==> config.mk <==
export PLATFORM = sky130hd
export DESIGN_NAME = semaforo_n_vias
export DESIGN_NICKNAME = d
export VERILOG_FILES = /design/src/rtl/semaforo_pkg.sv /design/src/rtl/temporizador.sv /design/src/rtl/semaforo_n_vias.sv
export SDC_FILE = /design/constraint.sdc
export NUM_CORES = 1
export LEC_CHECK = 0
export BUFFER_PORTS_ARGS = -buffer_cell sky130_fd_sc_hd__clkbuf_2
export CORE_MARGIN = 3
export CORE_UTILIZATION = 39
export CTS_BUF_LIST = sky130_fd_sc_hd__clkbuf_4
export DETAILED_ROUTE_END_ITERATION = 8
export GPL_TIMING_DRIVEN = 1
export HOLD_SLACK_MARGIN = 0.06
export MAX_ROUTING_LAYER = met4
export SYNTH_ARGS = -nofsm -noshare
export SYNTH_HDL_FRONTEND = slang
export SYNTH_SLANG_ARGS = --single-unit
==> constraint.sdc <==
create_clock -name CLK -period 2.4 [get_ports CLK]
set_clock_uncertainty 0.15 [all_clocks]
set_input_delay 0.24 -clock CLK [delete_from_list [all_inputs] [get_ports CLK]]
set_output_delay 0.24 -clock CLK [all_outputs]
set_load 0.02 [all_outputs]
==> src/rtl/semaforo_pkg.sv <==
// Shared colour codes and FSM state encoding for the traffic-light controller.
package semaforo_pkg;
   localparam logic [1:0] ROJO     = 2'b00;
   localparam logic [1:0] AMARILLO = 2'b01;
   localparam logic [1:0] VERDE    = 2'b10;

   typedef enum logic [1:0] {
      ST_TODO_ROJO = 2'b00,
      ST_VERDE     = 2'b01,
      ST_AMARILLO  = 2'b10,
      ST_PEATON    = 2'b11
   } estado_t;
endpackage

==> src/rtl/temporizador.sv <==
// Per-state up-counter: clears on state change, holds when disabled.
module temporizador #(
   parameter int W_T = 8
) (
   input  logic           clk,
   input  logic           rst_n,
   input  logic           enb,
   input  logic           clr,
   output logic [W_T-1:0] cnt
);
   always_ff @(posedge clk or negedge rst_n) begin
      if (!rst_n)   cnt <= '0;
      else if (enb) cnt <= clr ? '0 : cnt + 1'b1;
   end
endmodule

==> src/rtl/semaforo_n_vias.sv <==
// Round-robin N-approach traffic light with amber, all-red clearance and a
// pedestrian all-red walk phase that can cut green short.
module semaforo_n_vias
   import semaforo_pkg::*;
#(
   parameter int N_VIAS      = 2,
   parameter int W_T         = 8,
   parameter int T_VERDE     = 8,
   parameter int T_VERDE_MIN = 3,
   parameter int T_AMARILLO  = 2,
   parameter int T_ROJO      = 1,
   parameter int T_PEATON    = 4
) (
   input  logic                        CLK,
   input  logic                        RST,
   input  logic                        ENB,
   input  logic [N_VIAS-1:0]           Peatonal,
   output logic [2*N_VIAS-1:0]         Semaforo,
   output logic [N_VIAS-1:0]           Cruce,
   output logic [$clog2(N_VIAS)-1:0]   Via,
   output logic [1:0]                  Estado
);
   localparam int VW = $clog2(N_VIAS);

   estado_t           estado, nxt;
   logic [W_T-1:0]    cnt;
   logic              cambio;
   logic [N_VIAS-1:0] pend, pend_nxt;

   temporizador #(.W_T(W_T)) u_tmr (
      .clk   (CLK),
      .rst_n (RST),
      .enb   (ENB),
      .clr   (cambio),
      .cnt   (cnt)
   );

   always_comb begin
      nxt = estado;
      case (estado)
         ST_TODO_ROJO: if (cnt == W_T'(T_ROJO - 1))
                          nxt = (|pend) ? ST_PEATON : ST_VERDE;
         ST_VERDE:     if (cnt == W_T'(T_VERDE - 1) ||
                           ((|pend) && cnt >= W_T'(T_VERDE_MIN - 1)))
                          nxt = ST_AMARILLO;
         ST_AMARILLO:  if (cnt == W_T'(T_AMARILLO - 1)) nxt = ST_TODO_ROJO;
         ST_PEATON:    if (cnt == W_T'(T_PEATON - 1))   nxt = ST_VERDE;
         default:      nxt = ST_TODO_ROJO;
      endcase
   end

   assign cambio = (nxt != estado);

   // Presses on approaches currently walking are dropped; set beats the exit clear.
   always_comb begin
      pend_nxt = pend;
      if (estado == ST_PEATON && cambio) pend_nxt = pend & ~Cruce;
      pend_nxt = pend_nxt | (Peatonal & ((estado == ST_PEATON) ? ~Cruce : '1));
   end

   always_ff @(posedge CLK or negedge RST) begin
      if (!RST) begin
         estado <= ST_TODO_ROJO;
         Via    <= '0;
         pend   <= '0;
         Cruce  <= '0;
      end else if (ENB) begin
         estado <= nxt;
         pend   <= pend_nxt;
         if (estado == ST_AMARILLO && cambio)
            Via <= (Via == VW'(N_VIAS - 1)) ? '0 : Via + 1'b1;
         if (estado == ST_TODO_ROJO && nxt == ST_PEATON) Cruce <= pend;
         else if (estado == ST_PEATON && cambio)         Cruce <= '0;
      end
   end

   assign Estado = estado;

   for (genvar i = 0; i < N_VIAS; i++) begin : g_dec
      assign Semaforo[2*i +: 2] =
         (Via != VW'(i))            ? ROJO     :
         (estado == ST_VERDE)       ? VERDE    :
         (estado == ST_AMARILLO)    ? AMARILLO : ROJO;
   end
endmodule

== Word-level counts from Yosys, hierarchy flattened ==
Cells that the tools add are included.
Operators by class
  multiplexer cells: 16
  order comparisons: 1
  add/sub/neg operators: 2
  reductions and logical operators: 11
  bitwise operators: 4
  eq/ne operators: 8
Operators with widths (number)
  two-way mux 2 bit: 12
  adder 8 x 1 -> 8 bit, second input constant: 1
  == test 8 x 1 -> 1 bit, second input constant: 1
  == test 8 x 2 -> 1 bit, second input constant: 1
  == test 8 x 3 -> 1 bit, second input constant: 1
  >= comparator 8 x 2 -> 1 bit, second input constant: 1
  zero test 8 bit: 1
  two-way mux 8 bit: 1
  one-hot mux 2 bit (4 select lines): 1
  == test 2 bit, second input constant: 3
  AND 2 bit: 2
  logical AND 1 bit: 4
  AND reduction 2 bit: 2
  == test 2 x 1 -> 1 bit, second input constant: 1
  zero test 2 bit: 1
  two-way mux 1 bit: 2
  != test 2 bit: 1
  inverter 2 bit: 1
  bitwise OR 2 bit: 1
  nonzero test 2 bit: 1
  OR reduction 2 bit: 1
  adder 1 bit, second input constant: 1
  logical OR 1 bit: 1
Storage, ports and cells
  input port bits: 5
  logic and storage cells: 47
  flip-flop bits (word level): 15
  output and inout port bits: 9

== Depth between registers and ports, before layout ==
Gate-level depths: netlist of run 1.
  depth in word-level cells: 9
  mapped depth: 6

== By module ==
From an unflattened synthesis of run 1, not the netlist that was laid out.
Unflattened totals
  cell total of the unflattened synthesis: 104
  area, all modules: 947.2 um^2
Modules (own cells, without submodules)
  semaforo_n_vias: cells each 61, area each 526.8 um^2, instances 1, seq. area each 175.2 um^2
  temporizador: cells each 43, area each 420.4 um^2, instances 1, seq. area each 200.2 um^2

== Least setup slack after synthesis of run 1 ==
No wires, ideal clock.
  path type: register -> register
  start point: reg u_tmr.cnt[0]
  end point: reg u_tmr.cnt[2]
  cell stages (with the launch flop): 7
  path slack: 550 ps
  library setup time: 103 ps
  path buffers: 0
  data arrival time: 1596 ps
  cell sequence: dfrtp_1 inv_1 ha_1 or4_4 o21ai_4 o22ai_4 o41ai_2
Between the ends
  cells in the longest elaborated chain, start to end: 7
  elaborated cells on any way between the ends: 15
  classes of those cells: add/sub: 1; order compare: 1; eq/ne: 4; mux: 6; reduce/logical: 3
RTL lines
  from (decl): line temporizador.sv:9  | output logic [W_T-1:0] cnt
  from (signal assigned): line temporizador.sv:13  | else if (enb) cnt <= clr ? '0 : cnt + 1'b1;
  >= comparator 8 x 2 -> 1 bit: line semaforo_n_vias.sv:44  | ((|pend) && cnt >= W_T'(T_VERDE_MIN - 1)))
  logical AND 1 bit: line semaforo_n_vias.sv:44
  logical OR 1 bit: line semaforo_n_vias.sv:43  | ST_VERDE: if (cnt == W_T'(T_VERDE - 1) ||
  two-way mux 2 bit: line semaforo_n_vias.sv:43
  one-hot mux 2 bit (4 select lines): line semaforo_n_vias.sv:40  | case (estado)
  != test 2 bit: line semaforo_n_vias.sv:52  | assign cambio = (nxt != estado);
  two-way mux 8 bit *: line temporizador.sv:13
Every way passes the cells marked *; elsewhere a longest branch is shown, timed or not.
A chain may end at the register's enable or synchronous reset.

== Worst setup path after layout of run 1 ==
Ends and elaborated chain as after synthesis.

==> results list, run 1 <==
- The cell sitting at the root of the clock tree is a sky130_fd_sc_hd__clkbuf_4.
- Detailed placement ended at an HPWL of 1602 um.
- The first detailed-routing pass took 4 iterations.
- The floorplan step set the die height to 55.28 um.
* Maximum clock frequency: 503.0 MHz
* Status: finished clean
- Critical-path maximum fanout: 9
- Row cnt: 17
* Cells taking the most area after synthesis: sky130_fd_sc_hd__dfrtp_1 40%, sky130_fd_sc_hd__a21oi_1 5.3%, sky130_fd_sc_hd__ha_1 5.3%
- The number of endpoints with negative hold slack in the final report came to 0.
* Number of buffer cells added on primary ports: 13
- Post-synthesis register bit count: 15
- Entering global routing, the biggest net connects 19 pins.
* Global-route wire length before repair: 3822 um
- After synthesis, the largest family of logic cells by area is simple AND/OR/NAND/NOR gates.
- In this run the number of cells on the critical path is 6.
- The clock passes through at most 2 buffers.
- R2R cell count: 6
* Worst Tran Pin Value: 0.4505 ns
- Signal routing reaches up to met4.
- Clock tree synthesis found a total of 15 sinks.
- Final Max Tran Viols: 0
- Power density over cell area: 1201 mW/mm2
- The die covers 0.003056 mm2.
- Across the VDD grid, the largest voltage drop is 0.5513 mV.
- In this design, the stage delay of the slowest critical-path cell is 0.42 ns.
- Met3 layer wire length in the routed design: 100 um
- Via count of the first global-routing pass: 804
- Among all stages on the critical path, the largest delay is contributed by sky130_fd_sc_hd__or4_4.
- Summing every instance area after synthesis gives 947.2 um2.
- After Yosys synthesis, XOR and XNOR cells account for 5.548% of the synthesized area.
- Average size of a mapped cell: 9.567 um2
- Summing the sequential cell areas from Yosys gives 39.63% of the chip area.
- Fraction of the mapped netlist area in simple logic gates: 23.38%
- Average detailed-routed wire length per instance: 15.07 um
* Share of final-layout standard cells stronger than drive strength 1: 24.78%
* Global placer's final weighted congestion: 0.8553
* Worst endpoint data arrival time: 2.03 ns
- Count of instances resized after the clock tree is built: 0
- Compared with the post-synthesis result, the final layout area differs by 13.21%.
* Worst-case headroom to the max-slew limit: 69.19%
- The synthesized netlist devotes 21.40% of its cell area to compound gates.
- After detailed routing, the number of remaining DRC violations is 0.
- The count of nets left with antenna violations once routing finished came out at 0.
- The final layout contains 123 nets.
* Mapped Nets: 108
* Top Family by Delay on Critical Path: compound AO/OA/AOI/OAI gates
* Latest clock arrival within the worst-skew pair: 0.28 ns
* Unrepaired setup endpoints after global routing: no
* Synthesized instance count: 99
* GRT Overall Usage: 16.17%
- Top-area cell type share of the netlist area: 39.63%
- # IOs: 14
- Subtracting the final worst setup slack from the clock period gives 1.988 ns.
- Average vias per placed instance: 5.738
- Setup violations remaining at the end of the flow were counted as 0.
- CTS built an H-tree with a depth of 1.
- Multiplexer share of the synthesized area: 1.189%
- Area of the core: 0.002255 mm2
* Hold crit path type: in2reg
- The worst setup path is captured at a flip-flop.
- Most common cell after layout, fill and taps aside: sky130_fd_sc_hd__dfrtp_1
- The routed design uses 991 um of met2 wire.
- Clock-pin slew of the registers on the worst-case setup and hold paths: 0.09 ns
- Post-route clock period utilization: 82.84%
- TritonCTS built the clock tree.
* Cts bufs inserted: 3
- Number of antenna violations at the first check in global routing: 0
* Buffering stage count on the worst path with inverters included: 1
- Diode insertion count for antenna repair: 0
* Library cell occupying the most area in the post-synthesis netlist: sky130_fd_sc_hd__dfrtp_1
- Starting utilization of the core area: 42.01%
- Leakage power total: 0.0004683 uW
- Counting distinct cell types in the post-synthesis netlist gives 36.
- The worst setup path is launched from a flip-flop.
- Chain of cells forming the critical path: inv_1 > ha_1 > or4_4 > o21ai_4 > o22ai_4 > o41ai_2
* Starting DRT DRC Count: 33
- The final layout contains routed wiring with a total length of 2125 um.
- Along the worst hold path, the cell count comes to 3.
- Measured on the finished design, the core utilization comes to 47.56%.
* Commonest non-fill, non-tap cells in the layout: 15 x sky130_fd_sc_hd__dfrtp_1, 13 x sky130_fd_sc_hd__clkbuf_2, 10 x sky130_fd_sc_hd__a21oi_1, 9 x sky130_fd_sc_hd__nand2_1, 6 x sky130_fd_sc_hd__nor2_1
* Total Neg Setup Slack: 0 ns
- Required arrival time at the worst endpoint: 2.44 ns
* Path type of the worst setup path: reg2reg
* Max-cap violations: 0
- The Yosys step of the flow raised 0 warnings.
* Floorplan die width: 55.28 um
* Fillers: 234
* Via count: 809
- Wl on met1: 1010 um
* Area share of fa/ha/maj cells after synthesis: 5.284%
* Remaining global-route overflow: 0
-- layout make-up --
class	instances	area, um2	share of cell area (%)
multi-input combinational	75	538.0	50.17
tap	28	35.03	3.267
sequential	15	375.4	35.01
inverter	5	18.77	1.750
timing repair buffer	14	75.07	7.001
clock buffer	4	30.03	2.800
-- layer usage --
metal	global-route usage (%)	vias up
met1	21.38	390
met4	6.944	0
met2	23.82	21
met3	3.505	4
li1	-	394
met5	-	-
-- cells in the mapped netlist --
cell,n
sky130_fd_sc_hd__a2111oi_0,1
sky130_fd_sc_hd__inv_1,5
sky130_fd_sc_hd__or3_2,1
sky130_fd_sc_hd__and3_1,1
sky130_fd_sc_hd__xor2_1,4
sky130_fd_sc_hd__or3_1,3
sky130_fd_sc_hd__nand2b_1,1
sky130_fd_sc_hd__a22o_1,1
sky130_fd_sc_hd__o22ai_4,1
sky130_fd_sc_hd__o41ai_2,1
sky130_fd_sc_hd__nand4bb_1,1
sky130_fd_sc_hd__or2_2,1
sky130_fd_sc_hd__clkbuf_1,4
sky130_fd_sc_hd__o22ai_1,2
sky130_fd_sc_hd__nor3_2,2
sky130_fd_sc_hd__a31oi_1,2
sky130_fd_sc_hd__nor2_1,6
sky130_fd_sc_hd__o211ai_1,1
sky130_fd_sc_hd__a32o_1,2
sky130_fd_sc_hd__nand4_1,4
sky130_fd_sc_hd__nor2b_1,1
sky130_fd_sc_hd__ha_1,4
sky130_fd_sc_hd__or4_4,1
sky130_fd_sc_hd__nor3_1,2
sky130_fd_sc_hd__nand3_1,3
sky130_fd_sc_hd__nand2_1,9
sky130_fd_sc_hd__dfrtp_1,15
sky130_fd_sc_hd__nor3b_1,2
sky130_fd_sc_hd__o21ai_4,1
sky130_fd_sc_hd__o21ai_0,1
sky130_fd_sc_hd__xnor2_1,2
sky130_fd_sc_hd__and2_1,1
sky130_fd_sc_hd__a21oi_1,10
sky130_fd_sc_hd__a21o_2,1
sky130_fd_sc_hd__mux2_2,1
sky130_fd_sc_hd__o32ai_2,1
-- registers in the layout, summed over array words and instances (netlist names) --
| name | flops |
|---|---|
| Via | 1 |
| pend | 2 |
| Cruce | 2 |
| Estado | 2 |
| u_tmr.cnt | 8 |
-- cell families (layout without fill, tap and decap cells) --
kind of cell / Yosys count / count (layout)
buffers and inverters: 9 / 23
adder cells (fa/ha/maj): 4 / 4
AO/OA/AOI/OAI: 25 / 25
flip-flops: 15 / 15
XOR/XNOR: 6 / 6
multiplexers: 1 / 1
AND/OR/NAND/NOR: 39 / 39
-- per-stage QoR --
stage | area (um2) | instances | power (uW) | hold slack (ns) | worst slack, ns
final | 1072 | 141 | 1287 | 0.09043 | 0.4118
after global routing | 1072 | 141 | 1408 | 0.09083 | 0.3258
after CTS | 1072 | 141 | 1299 | 0.08759 | 0.4147
after detailed placement | 1032 | 136 | 1133 | 0.03581 | 0.4367
after global placement | 1032 | 136 | 1117 | 0.03084 | 0.4985
after floorplan | 947.2 | 99 | 953.8 | -0.2056 | 0.5501
-- worst reg2reg max path: cells and delay by family, from the launching register on --
family / cells / cell delay, ns
AO/OA/AOI/OAI: 3 / 0.60
adder cells (fa/ha/maj): 1 / 0.21
buffers and inverters: 1 / 0.10
flip-flops: 1 / 0.41
AND/OR/NAND/NOR: 1 / 0.42
-- power breakdown --
group	internal, uW	switching, uW
logic	273	384
registers	332	140
clock network	75.8	82.5
total	681	607
-- what timing repair did --
action                     CTS  global route
buffers inserted             0             0
setup endpoints to repair    0             0
hold buffers                 1             0
hold endpoints to repair    15             0
-- worst paths after layout --
check,end,slack [ns],from
max in group asynchronous,pend[1],1.55,RST
hold / removal,pend[0],0.09,Peatonal[0]
setup reg to reg,u_tmr.cnt[2],0.41,u_tmr.cnt[0]
hold reg to reg,pend[0],0.35,Cruce[0]
setup / recovery,u_tmr.cnt[2],0.41,u_tmr.cnt[0]
min in group asynchronous,Via,0.25,RST
No activity file was read; power rests on OpenSTA's default activity.
==> run 2: changes to the inputs <==
==> constraint.sdc (replaced) <==
create_clock -name CLK -period 1.7 [get_ports CLK]
set_clock_uncertainty 0.15 [all_clocks]
set_input_delay 0.17 -clock CLK [delete_from_list [all_inputs] [get_ports CLK]]
set_output_delay 0.17 -clock CLK [all_outputs]
set_load 0.02 [all_outputs]
==> run 2 against run 1 <==
Compared with the run above:
- the run now ends with setup timing left
- count of clock-buffer cells in the layout down 1
- via count up 20%
- sequential power is 34% higher
- critical endpoint is now u_tmr.cnt[4]
- global-route usage grew 3.2 points
- core utilization rose by 16 points
- die area unchanged
- setup slack lost 0.62 ns
- hold slack gained 0.029 ns
==> results list, run 2 (synthesized netlist as in run 1, its figures left out) <==
- CTS built an H-tree with a depth of 1.
* Path type of the worst setup path: reg2reg
* Cts bufs inserted: 3
- The startpoint identified for the worst hold timing path is ENB.
* CP peak stage delay: 0.43 ns
- Number of antenna violations at the first check in global routing: 0
* Average detailed-routed wire length per instance: 16.63 um
- Most flop-heavy register: u_tmr.cnt
* Final standard cell count with taps included and fillers excluded: 172
- Post-detailed-route DRC marker count: 0
- The library cell used most frequently in the layout, excluding fill and tap cells, is sky130_fd_sc_hd__buf_4.
* Status: finished with violations
* Endpoint of the worst register-to-register path: u_tmr.cnt[4]
- Measured on the finished design, the core utilization comes to 63.82%.
* Detailed-route wire length: 2861 um
- Failing checks: setup timing
* Floorplan die height: 55.28 um
- Global-route wire length before repair: 4643 um
- Entering global routing, the biggest net connects 16 pins.
* Maximum clock frequency: 524.7 MHz
- Detailed routing inserted a total of 974 vias.
- Startpoint type of the worst setup path: flip-flop
* Layout overhead on the synthesized area: 51.92%
- Global placer's final weighted congestion: 0.9025
* Number of buffer cells added on primary ports: 13
- The floorplan has 17 rows.
* Flip-flop count of the largest register, all copies and words added: 8
- The worst setup path is captured at a flip-flop.
* Worst-case headroom to the max-slew limit: 72.81%
- The detail route stage leaves a number of antenna-violating nets equal to 0.
- The path with the worst hold slack has its endpoint at Estado[1].
* Average vias per placed instance: 5.663
* Hold crit path type: in2reg
- R2R cell count: 7
- The worst register-to-register path has a setup slack of -0.21 ns.
- Number of iterations in the first detailed-routing pass: 4
- Worst Tran Pin Value: 0.4078 ns
- The floorplan step defined a die boundary enclosing 0.003056 mm2.
* Number of hold violations in the final report: 0
- Final HPWL from detailed placement: 1923 um
- Nets@finish: 154
* # IOs: 14
- Diode insertion count for antenna repair: 0
* Commonest non-fill, non-tap cells in the layout: 30 x sky130_fd_sc_hd__buf_4, 11 x sky130_fd_sc_hd__dfrtp_1, 11 x sky130_fd_sc_hd__clkbuf_2, 9 x sky130_fd_sc_hd__nand2_1, 6 x sky130_fd_sc_hd__nor2_1
* Placed cell count: 156
- The longest clock path from root to sink contains 2 buffers.
- Across all hold checks on the routed design, the worst slack comes to 0.1198 ns.
* Starting DRT DRC Count: 29
- For this design, the sink count on the clock tree is 15.
- Area of the core: 0.002255 mm2
- STA puts the critical path data required time at 1.77 ns.
* Critical-path maximum fanout: 4
* Clock root buffer master: sky130_fd_sc_hd__clkbuf_4
- WHS Path Cells: 2
- Origin of the worst setup path: u_tmr.cnt[0]
* Cell with the biggest individual delay on the critical path: sky130_fd_sc_hd__dfrtp_2
* Floorplan die width: 55.28 um
- Sum of internal, switching and leakage power: 2499 uW
- Remaining global-route overflow: 0
- Starting utilization of the core area: 42.01%
- Clock-pin slew of the registers on the worst-case setup and hold paths: 0.10 ns
- VDD sags by at most 1.293 mV.
- Via count of the first global-routing pass: 1008
* GRT Overall Usage: 19.42%
- Chain of cells forming the critical path: inv_2 > ha_2 > or4_4 > o21ai_4 > buf_4 > o22ai_2 > a21oi_1
* Final Max Tran Viols: 0
- CTS tree: yes
* Unrepaired setup endpoints after global routing: yes
* Number of setup violations in the final report: 13
- Worst-case setup margin in the final layout: -0.2060 ns
- Dividing total power by cell area gives a power density of 1737 mW/mm2.
* Worst endpoint data arrival time: 1.98 ns
- Post-layout min period: 1.906 ns
- For this design the static power due to leakage is 0.0006316 uW.
* Reg2reg start: u_tmr.cnt[0]
* Latest clock arrival within the worst-skew pair: 0.29 ns
- Dividing the final minimum period by the clock period gives 112.1%.
- In the final layout, the share of cells above drive strength 1 is 54.17%.
- Max-cap violations in this run came to 0.
-- run 2: cell types whose count changed in the layout (fill, tap and decap cells not counted), moves of 2 or more --
| cell | previous run | this run |
|---|---|---|
| sky130_fd_sc_hd__inv_1 | 5 | 3 |
| sky130_fd_sc_hd__o22ai_2 | 0 | 2 |
| sky130_fd_sc_hd__dfrtp_2 | 0 | 4 |
| sky130_fd_sc_hd__dlygate4sd3_1 | 1 | 3 |
| sky130_fd_sc_hd__ha_1 | 4 | 1 |
| sky130_fd_sc_hd__inv_2 | 0 | 2 |
| sky130_fd_sc_hd__a21oi_2 | 0 | 5 |
| sky130_fd_sc_hd__dfrtp_1 | 15 | 11 |
| sky130_fd_sc_hd__ha_4 | 0 | 2 |
| sky130_fd_sc_hd__nor3_1 | 2 | 0 |
| sky130_fd_sc_hd__a21oi_1 | 10 | 5 |
| sky130_fd_sc_hd__clkbuf_2 | 13 | 11 |
| sky130_fd_sc_hd__nor3_4 | 0 | 2 |
| sky130_fd_sc_hd__buf_4 | 0 | 30 |
-- run 2: metrics by stage --
step                area [um2]  worst slack, ns  setup TNS [ns]
floorplan                950.9         -0.08319         -0.2416
CTS                       1311          -0.2049          -1.755
finish                    1439          -0.2060          -2.034
detailed placement        1185          -0.2069          -1.361
global placement          1185          -0.1524          -1.185
global route              1439          -0.2840          -2.886
-- run 2: worst max-delay path by stage --
stage,end,slack [ns]
2_1_floorplan,Estado[1],-0.08
3_3_place_gp,Estado[0],-0.15
3_5_place_dp,u_tmr.cnt[2],-0.21
4_1_cts,u_tmr.cnt[2],-0.20
5_1_grt,u_tmr.cnt[2],-0.28
6_report,u_tmr.cnt[4],-0.21
-- run 2: layout make-up --
cell class | instances | area, um2
sequential | 15 | 380.4
multi-input combinational | 76 | 666.9
tap | 28 | 35.03
clock inverter | 1 | 5.005
timing repair buffer | 44 | 310.3
fill | 181 | 815.8
clock buffer | 3 | 22.52
inverter | 5 | 18.77
-- run 2: critical path, delay by kind of cell (launching register included) --
| kind | cells | cell delay [ns] |
|---|---|---|
| flops | 1 | 0.43 |
| simple gates | 1 | 0.43 |
| fa+ha+maj | 1 | 0.17 |
| buf+inv | 2 | 0.22 |
| compound gates | 3 | 0.45 |
-- run 2: what timing repair did --
action	4_1_cts	5_1_grt
gates resized for setup	10	21
endpoints found under the hold margin	17	0
buffers inserted	3	5
setup endpoints to repair	16	19
pin swaps	5	5
hold buffers	3	0
gates cloned	1	0
-- run 2: metal layers --
metal	vias up	wire length (um)	GRT usage, %
li1	457	-	-
met1	474	1176	23.94
met2	33	1448	29.73
met3	10	145	3.505
met4	0	90	11.11
met5	-	0	-
-- run 2: power breakdown --
part           switching [uW]  total (uW)  leakage (uW)  internal [uW]
logic                     839        1650      0.000434            814
registers                 153         631      0.000180            479
clock network             127         214     0.0000177           87.4
